$ cat src/rtl/ps2_scan_decoder.sv
// PS/2 Set-2 scan code to ASCII decoder with Shift/Caps tracking and an output FIFO.
// Latency: a character is written on the edge that samples scan_valid and is visible at the head in the next cycle.
// Backpressure: valid/ready on the output; when the FIFO is full an unpopped push is dropped and overflow sticks.
module ps2_scan_decoder #(
    parameter int FIFO_DEPTH = 4
) (
    input  logic       clock,
    input  logic       reset,
    input  logic [7:0] scan_code,
    input  logic       scan_valid,
    output logic [7:0] ascii_data,
    output logic       ascii_valid,
    input  logic       ascii_ready,
    output logic       caps_on,
    output logic       shift_on,
    output logic       overflow
);

    localparam int             AW       = $clog2(FIFO_DEPTH);
    localparam logic [AW:0]    FULL_CNT = FIFO_DEPTH[AW:0];
    localparam logic [AW:0]    CNT_ONE  = 1;
    localparam logic [AW-1:0]  PTR_ONE  = 1;

    typedef enum logic [1:0] {
        S_NORMAL,
        S_BREAK,
        S_EXT,
        S_EXT_BREAK
    } state_t;

    state_t state, state_nxt;

    logic lshift, rshift, caps_held;
    logic lshift_nxt, rshift_nxt, caps_held_nxt, caps_nxt;
    logic       push;
    logic [7:0] push_dat;

    logic [7:0]    mem [FIFO_DEPTH];
    logic [AW-1:0] rd_ptr, wr_ptr;
    logic [AW:0]   count;
    logic          full, pop, do_push;

    // Map a make code to its character; letters are stored lowercase and
    // shifted down to uppercase on request. Bit 8 flags a printable code.
    function automatic logic [8:0] translate(input logic [7:0] code, input logic upper);
        logic [7:0] c;
        c = 8'h00;
        case (code)
            8'h1C: c = "a";  8'h32: c = "b";  8'h21: c = "c";  8'h23: c = "d";
            8'h24: c = "e";  8'h2B: c = "f";  8'h34: c = "g";  8'h33: c = "h";
            8'h43: c = "i";  8'h3B: c = "j";  8'h42: c = "k";  8'h4B: c = "l";
            8'h3A: c = "m";  8'h31: c = "n";  8'h44: c = "o";  8'h4D: c = "p";
            8'h15: c = "q";  8'h2D: c = "r";  8'h1B: c = "s";  8'h2C: c = "t";
            8'h3C: c = "u";  8'h2A: c = "v";  8'h1D: c = "w";  8'h22: c = "x";
            8'h35: c = "y";  8'h1A: c = "z";
            8'h45: c = "0";  8'h16: c = "1";  8'h1E: c = "2";  8'h26: c = "3";
            8'h25: c = "4";  8'h2E: c = "5";  8'h36: c = "6";  8'h3D: c = "7";
            8'h3E: c = "8";  8'h46: c = "9";
            8'h29: c = 8'h20;
            8'h5A: c = 8'h0D;
            8'h66: c = 8'h08;
            default: c = 8'h00;
        endcase
        if (upper && (c >= 8'h61)) begin
            c = c - 8'h20;
        end
        return {(c != 8'h00), c};
    endfunction

    // Prefix sequencing, modifier updates and character generation for the sampled byte.
    always_comb begin
        state_nxt     = state;
        lshift_nxt    = lshift;
        rshift_nxt    = rshift;
        caps_held_nxt = caps_held;
        caps_nxt      = caps_on;
        push          = 1'b0;
        push_dat      = 8'h00;
        if (scan_valid) begin
            case (state)
                S_NORMAL: begin
                    if (scan_code == 8'hE0) begin
                        state_nxt = S_EXT;
                    end else if (scan_code == 8'hF0) begin
                        state_nxt = S_BREAK;
                    end else begin
                        case (scan_code)
                            8'h12: lshift_nxt = 1'b1;
                            8'h59: rshift_nxt = 1'b1;
                            8'h58: begin
                                // Only the first make toggles; typematic repeats are ignored until release.
                                if (!caps_held) begin
                                    caps_nxt      = ~caps_on;
                                    caps_held_nxt = 1'b1;
                                end
                            end
                            default: {push, push_dat} = translate(scan_code, shift_on ^ caps_on);
                        endcase
                    end
                end
                S_BREAK: begin
                    case (scan_code)
                        8'h12:   lshift_nxt    = 1'b0;
                        8'h59:   rshift_nxt    = 1'b0;
                        8'h58:   caps_held_nxt = 1'b0;
                        default: ;
                    endcase
                    state_nxt = S_NORMAL;
                end
                S_EXT: begin
                    // Extended makes (arrows, fake shift) produce nothing.
                    state_nxt = (scan_code == 8'hF0) ? S_EXT_BREAK : S_NORMAL;
                end
                default: begin
                    state_nxt = S_NORMAL;
                end
            endcase
        end
    end

    // Decoder state and modifier registers.
    always_ff @(posedge clock) begin
        if (reset) begin
            state     <= S_NORMAL;
            lshift    <= 1'b0;
            rshift    <= 1'b0;
            caps_held <= 1'b0;
            caps_on   <= 1'b0;
        end else begin
            state     <= state_nxt;
            lshift    <= lshift_nxt;
            rshift    <= rshift_nxt;
            caps_held <= caps_held_nxt;
            caps_on   <= caps_nxt;
        end
    end

    assign shift_on    = lshift | rshift;
    assign full        = (count == FULL_CNT);
    assign ascii_valid = (count != '0);
    assign pop         = ascii_valid && ascii_ready;
    // A full FIFO still accepts a push when the head leaves on the same edge.
    assign do_push     = push && (!full || pop);
    // Head is hidden while empty so the idle output is a clean 0x00.
    assign ascii_data  = ascii_valid ? mem[rd_ptr] : 8'h00;

    // FIFO pointers, occupancy and sticky overflow.
    always_ff @(posedge clock) begin
        if (reset) begin
            rd_ptr   <= '0;
            wr_ptr   <= '0;
            count    <= '0;
            overflow <= 1'b0;
        end else begin
            if (do_push) begin
                wr_ptr <= wr_ptr + PTR_ONE;
            end
            if (pop) begin
                rd_ptr <= rd_ptr + PTR_ONE;
            end
            case ({do_push, pop})
                2'b10:   count <= count + CNT_ONE;
                2'b01:   count <= count - CNT_ONE;
                default: count <= count;
            endcase
            if (push && !do_push) begin
                overflow <= 1'b1;
            end
        end
    end

    // FIFO storage; contents need no reset because occupancy gates visibility.
    always_ff @(posedge clock) begin
        if (do_push) begin
            mem[wr_ptr] <= push_dat;
        end
    end

endmodule

$ cat config.mk
export PLATFORM = sky130hd
export DESIGN_NAME = ps2_scan_decoder
export DESIGN_NICKNAME = d
export VERILOG_FILES = /design/src/rtl/ps2_scan_decoder.sv
export SDC_FILE = /design/constraint.sdc
export NUM_CORES = 1
export LEC_CHECK = 0
export CAP_MARGIN = 25
export CORE_AREA = 2 2 80 82
export DETAILED_ROUTE_END_ITERATION = 7
export DIE_AREA = 0 0 82 84
export GPL_TIMING_DRIVEN = 0
export PLACE_DENSITY = 0.73
export SYNTH_ARGS = -nofsm -noshare
export SYNTH_HDL_FRONTEND = slang
export SYNTH_SLANG_ARGS = --single-unit
$ cat constraint.sdc
create_clock -name clock -period 3.9 [get_ports clock]
set_input_delay 0.975 -clock clock [delete_from_list [all_inputs] [get_ports clock]]
set_output_delay 0.975 -clock clock [all_outputs]
set_load 0.02 [all_outputs]
## Word-level counts from Yosys, hierarchy flattened

Memory sizes are Yosys's and may differ from the RTL's. A register that Yosys moved wholly into a read port is not among the register bits.
Cells that the tools add are included.

- Bits in latches: 0
- Logic and storage cells: 107
- Bits in read-only memories: 896
- Memories: 2
- Register bits: 14
- RAM bits: 32

- Multipliers: 0
- Mux-type cells: 47
- Equal/unequal tests: 19
- Divide/modulo/power cells: 0
- Shift-type cells: 0
- Add/subtract/negate cells: 5
- Reductions and logical operators: 18
- $lt $le $gt $ge: 1
- Bitwise logic cells: 6

Memory list:

| name | words | bits a word | read ports | clocked after Yosys merged registers in | write ports | RTL line | source |
|---|---|---|---|---|---|---|---|
| (name not given) | 128 | 7 | 1 | 0 | 0 | 48 | `case (code)` |
| mem | 4 | 8 | 1 | 1 | 1 | 38 | `logic [7:0] mem [FIFO_DEPTH];` |

Operators with widths:

| operator | number |
|---|---|
| 2-to-1 mux 8 bit | 18 |
| AND reduction 6 bit | 4 |
| 2-to-1 mux 1 bit | 19 |
| == test 8 x 7 -> 1 bit (second input constant) | 2 |
| == test 8 bit (second input constant) | 2 |
| != test 2 bit (second input constant) | 6 |
| 2-to-1 mux 2 bit | 5 |
| == test 8 x 5 -> 1 bit (second input constant) | 1 |
| greater-or-equal comparator 8 x 7 -> 1 bit (second input constant) | 1 |
| nonzero test 8 bit | 1 |
| subtractor 8 x 6 -> 8 bit (second input constant) | 1 |
| one-hot mux 1 bit (2 select lines) | 3 |
| one-hot mux 3 bit (2 select lines) | 1 |
| adder 2 x 1 -> 2 bit (second input constant) | 2 |
| == test 2 x 1 -> 1 bit (second input constant) | 2 |
| == test 2 bit (second input constant) | 2 |
| logical AND 1 bit | 4 |
| != test 2 x 1 -> 1 bit (second input constant) | 2 |
| NOT 1 bit | 4 |
| one-hot mux 2 bit (2 select lines) | 1 |
| nonzero test 2 bit | 2 |
| adder 3 x 1 -> 3 bit (second input constant) | 1 |
| == test 3 bit (second input constant) | 1 |
| != test 3 bit (second input constant) | 1 |
| 9 further kinds | 10 |

## Longest topological paths before layout

- Depth in word-level cells: 24
- Depth in mapped cells: 16
- Mapped depth without buffers: 15

## Worst setup path after synthesis

No wires, ideal clock.

- Path kind: input-to-reg
- From: in scan_code[0]
- To: reg count[1]
- Setup slack: 0.014 ns
- Arrival time: 3.764 ns
- Stages on the path: 15
- Buffers on the path: 0
- Library setup time: 0.122 ns
- Path through: inv_1 -> ha_1 -> nor2b_1 -> o41ai_2 -> a311o_1 -> o311ai_1 -> and4bb_4 -> a21oi_4 -> nand2b_1 -> inv_1 -> fa_1 -> nor2b_1 -> nand2_1 -> mux2i_1 -> a311o_1

- Longest elaborated chain between the ends: 24

RTL lines:

| element | RTL line | source |
|---|---|---|
| from (decl) | 9 | `input logic [7:0] scan_code,` |
| memory (128 x 7 bit) | -- |  |
| 2-to-1 mux 8 bit | 48 |  |
| 2-to-1 mux 8 bit | 87 | `case (scan_code)` |
| 2-to-1 mux 8 bit | 84 | `end else if (scan_code == 8'hF0) begin` |
| 2-to-1 mux 8 bit | 82 | `if (scan_code == 8'hE0) begin` |
| 2-to-1 mux 8 bit | 80 | `case (state)` |
| 2-to-1 mux 8 bit | 79 | `if (scan_valid) begin` |
| greater-or-equal comparator 8 x 7 -> 1 bit | 64 | `if (upper && (c >= 8'h61)) begin` |
| [... 8 more ...] | -- |  |
| 2-to-1 mux 1 bit | 87 |  |
| 2-to-1 mux 1 bit | 84 |  |
| 2-to-1 mux 1 bit * | 82 |  |
| 2-to-1 mux 1 bit * | 80 |  |
| 2-to-1 mux 1 bit * | 79 |  |
| logical AND 1 bit * | 143 | `assign do_push = push && (!full \|\| pop);` |
| == test 2 x 1 -> 1 bit or == test 2 bit (tied branches) | 161 | `case ({do_push, pop})` |
| one-hot mux 3 bit (2 select lines) or nonzero test 2 bit (tied branches) | -- |  |
| to (signal assigned) | 162 | `2'b10: count <= count + CNT_ONE;` |
| to (signal assigned) | 163 | `2'b01: count <= count - CNT_ONE;` |
| to (signal assigned) | 164 | `default: count <= count;` |
| to (decl) | 40 | `logic [AW:0] count;` |

Mark *: on every way between the ends. The rest lies on a longest branch, timed or not. The select of a mux whose other input is x is not followed.
A chain may end at the register's enable or synchronous reset.

## Final worst setup path

Same ends and word-level chain as after synthesis.

==> tab_implementation.tex <==
\begin{tabular}{lr}
\hline
Metric & Value \\
\hline
\multicolumn{2}{l}{\textbf{Outcome}} \\
\quad Status & completed \\
\multicolumn{2}{l}{\textbf{Detailed routing}} \\
\quad Routed length per placed instance & 16.4 µm \\
\quad DRT antenna net count & 0 \\
\quad Count of vias placed by the detailed router & 2461 \\
\quad Residual DRC count & 0 \\
\quad Drt first-iter violations & 148 \\
\quad Detailed-route wire length & 6710 µm \\
\quad Detailed-route vias per instance & 6.02 \\
\quad Router iterations before antenna repair & 5 \\
\multicolumn{2}{l}{\textbf{Timing}} \\
\quad Count of endpoints failing setup in the final report & 0 \\
\quad Hold WS & 0.473 ns \\
\quad Period utilisation layout & 0.972 \\
\quad Setup Total Neg Slack & 0 ns \\
\quad Hold Vio Cnt, Final & 0 \\
\quad Fmax & 264 MHz \\
\quad Slew margin rel. & 0.317 \\
\quad Slew at the pin closest to its max-slew limit & 1.01 ns \\
\quad Final Critical Period & 3.79 ns \\
\quad Number of slew-limit violations in the final report & 0 \\
\quad Setup Skew & 0.00610 ns \\
\multicolumn{2}{l}{\textbf{Synth}} \\
\quad Post-synth net total & 321 \\
\quad Area share of the leading cell type in the synthesized netlist & 0.312 \\
\quad Biggest area consumer among synthesized cells & sky130\_fd\_sc\_hd\_\_edfxtp\_1 \\
\quad Top flip-flop cell by instance count after synthesis & sky130\_fd\_sc\_hd\_\_edfxtp\_1 \\
\quad Fraction of registers with async set/reset & 0 \\
\quad Count of cell types in the netlist & 69 \\
\quad Synth Cell Area & 3080 µm² \\
\quad Sequential area share after synthesis & 0.416 \\
\quad Synth Area per Inst & 10.4 µm² \\
\quad Total of flip-flops plus latches after synthesis & 48 \\
\quad Leading cell types by total area after synthesis & sky130\_fd\_sc\_hd\_\_edfxtp\_1 31\%, sky130\_fd\_sc\_hd\_\_dfxtp\_1 10\%, sky130\_fd\_sc\_hd\_\_mux4\_2 5.9\% \\
\quad Number of warnings printed during yosys synthesis & 0 \\
\quad Post-synth EDFFs & 32 \\
\quad Gate count of the mapped netlist & 296 \\
\multicolumn{2}{l}{\textbf{Setup path}} \\
\quad Setup Crit Path Kind & in2reg \\
\quad Critical Path Sink Type & flip-flop \\
\quad Critical-path cell list & clkbuf\_4 > inv\_2 > ha\_4 > nor2b\_1 > o41ai\_4 > a311o\_1 > o311ai\_2 > and4bb\_4 > a21oi\_4 > nand2b\_1 > inv\_1 > fa\_1 > nor2b\_1 > nand2\_1 > mux2i\_1 > a311o\_1 \\
\quad Cell type of the slowest stage on the worst timing path & sky130\_fd\_sc\_hd\_\_fa\_1 \\
\quad Worst EP arrival & 3.98 ns \\
\quad Critical-path maximum fanout & 7 \\
\quad Slowest Stage Delay on Critical Path & 0.42 ns \\
\quad Required time of the critical path & 4.09 ns \\
\quad Element type at the critical path start & primary input \\
\multicolumn{2}{l}{\textbf{Die}} \\
\quad Placeable Area & 6100 µm² \\
\quad Die Ht & 84 µm \\
\quad Count of pins on the block boundary & 24 \\
\quad Area enclosed by the die boundary & 6890 µm² \\
\quad Row count & 29 \\
\quad Effective utilization at floorplan & 0.505 \\
\quad Horizontal die dimension & 82 µm \\
\multicolumn{2}{l}{\textbf{Power}} \\
\quad Leakage Power & 1.30 nW \\
\quad Largest voltage drop on the vdd net & 0.322 mV \\
\quad Power per unit of standard cell area & 432 nW/µm² \\
\multicolumn{2}{l}{\textbf{Global routing}} \\
\quad Global-route usage over all layers & 0.208 \\
\quad Wire length of the first global-routing pass & 11100 µm \\
\quad Number of antenna violations at the first check in global routing & 0 \\
\quad Largest net degree at the start of global routing & 15 \\
\quad Number of global-route vias before repair & 2384 \\
\quad Global route total overflow & 0 \\
\multicolumn{2}{l}{\textbf{Clock network}} \\
\quad Count of H-tree levels built during CTS & 2 \\
\quad Clk buf depth & 2 \\
\quad Clock Pin Slew Worst Setup and Hold Paths & 0.08 ns \\
\quad Total of hold buffers inserted after clock tree synthesis & 0 \\
\quad Number of clock sinks & 48 \\
\quad Clock buffer count from CTS & 5 \\
\quad Clock tree from TritonCTS & built \\
\quad Cell at the root of the clock tree & sky130\_fd\_sc\_hd\_\_clkbuf\_8 \\
\quad Clock latency reported for the late side of the worst-skew pair & 0.30 ns \\
\multicolumn{2}{l}{\textbf{Place}} \\
\quad I/O Buffers & 20 \\
\quad Sum of net half-perimeters after detailed placement & 4780 µm \\
\quad Total instance count after detailed placement & 393 \\
\quad Final GP Congestion & 0.904 \\
\multicolumn{2}{l}{\textbf{Finish}} \\
\quad Number of nets in the finished design & 356 \\
\quad Post-synthesis to final-layout area growth & 18.8\% \\
\quad Final std cells w/o fill & 409 \\
\quad Layout cell share with drive strength beyond 1 & 0.211 \\
\quad Final core occ & 0.600 \\
\quad N\_diodes & 0 \\
\multicolumn{2}{l}{\textbf{Hold path}} \\
\quad HP Class & reg2reg \\
\multicolumn{2}{l}{\textbf{Flow run}} \\
\quad Number of maximum-capacitance violations & 0 \\
\hline
\end{tabular}
==> synthesized netlist by cell type (all sizes together), types with 3 or more instances <==
master,number
edfxtp,32
nor2,30
nand2,20
dfxtp,16
a21oi,15
and2,15
ha,12
inv,12
buf,11
o21ai,10
mux2i,9
mux4,8
nor4,7
a211oi,6
clkbuf,6
nand2b,6
nand3,6
nor3,6
nor2b,4
xnor2,4
and3,3
nor4b,3
o221ai,3
o31ai,3
or2,3
xor2,3
==> report_power, final <==
group	switching (mW)	total [mW]	internal [mW]
sequential	0.0325	0.622	0.589
combinational	0.322	0.616	0.294
clock	0.156	0.342	0.187
==> kinds of logic (layout without fill, tap and decap cells) <==
logic type	after synthesis	after routing	synth area share
and+or+nand+nor	120	120	0.217
buffers and inverters	29	65	0.0496
AOI/OAI and AO/OA	61	61	0.150
muxes	18	18	0.0915
adders and majority gates	13	13	0.0553
xor gates and xnor gates	7	7	0.0199
DFF	48	48	0.416
==> worst max-delay path, delay by kind of cell <==
| family | cells | cell delay [ns] |
|---|---|---|
| adder cells (fa/ha/maj) | 2 | 0.62 |
| AND/OR/NAND/NOR | 5 | 0.93 |
| multiplexers | 1 | 0.07 |
| AO/OA/AOI/OAI | 5 | 1.04 |
| buffers and inverters | 3 | 0.34 |
==> flip-flops by register name, indices dropped and copies added (netlist names), named ones only <==
register	count
caps_on	1
rd_ptr	2
rshift	1
state	2
count	3
mem	32
caps_held	1
overflow	1
wr_ptr	2
lshift	1
==> routing by layer <==
metal / up-vias / track usage / part of all wire
li1: 1176 / - / -
met1: 1178 / 0.269 / 0.42
met2: 91 / 0.341 / 0.50
met3: 16 / 0.0368 / 0.054
met4: 0 / 0.0803 / 0.024
met5: - / 0 / 0
==> repair_timing <==
item,in CTS,in global routing
resized for setup,26,22
pin swaps,4,6
buffers inserted,4,4
endpoints found under the setup margin,42,34
==> final timing paths <==
check                          endpoint             startpoint  cells past startpoint  slack, ns
hold reg to reg   overflow$_SDFFE_PP0P_  overflow$_SDFFE_PP0P_                      2       0.47
setup reg to reg  count[1]$_SDFFE_PP0P_  state[0]$_SDFFE_PP0P_                     11       1.43
setup / recovery  count[1]$_SDFFE_PP0P_           scan_code[0]                     16       0.11
hold / removal    overflow$_SDFFE_PP0P_  overflow$_SDFFE_PP0P_                      2       0.47
==> per-stage QoR <==
stage               setup WS, ns  total power [mW]  instance area [µm²]
floorplan                 0.0140              1.04                 3080
global placement           -1.04              1.22                 3370
detailed placement         -1.11              1.23                 3370
CTS                      0.00194              1.58                 3550
global route             -0.0124              1.68                 3650
finish                     0.111              1.58                 3650
==> layout by cell type (no fill, tap or decap), types with 5 or more instances in the layout <==
cell type and count:
sky130_fd_sc_hd__nor2_1 28, sky130_fd_sc_hd__dfxtp_1 16, sky130_fd_sc_hd__mux2i_1 9, sky130_fd_sc_hd__a21oi_1 14
sky130_fd_sc_hd__nor4_1 5, sky130_fd_sc_hd__inv_1 10, sky130_fd_sc_hd__o21ai_0 9, sky130_fd_sc_hd__clkbuf_8 5
sky130_fd_sc_hd__edfxtp_1 32, sky130_fd_sc_hd__buf_2 5, sky130_fd_sc_hd__nand2b_1 6, sky130_fd_sc_hd__nand3_1 5
sky130_fd_sc_hd__clkdlybuf4s50_1 14, sky130_fd_sc_hd__nand2_1 18, sky130_fd_sc_hd__buf_4 10, sky130_fd_sc_hd__and2_1 14
sky130_fd_sc_hd__clkbuf_1 6, sky130_fd_sc_hd__ha_1 9, sky130_fd_sc_hd__mux4_2 8
==> layout make-up <==
class	count	area (µm²)
tap	77	96.3
timing repair buffer	28	254
inverter	12	45.0
clock inverter	3	37.5
buffer	17	116
multi-input combinational	219	1760
sequential	48	1280
fill	505	2440
clock buffer	5	68.8
No activity file was read; power rests on OpenSTA's default activity.
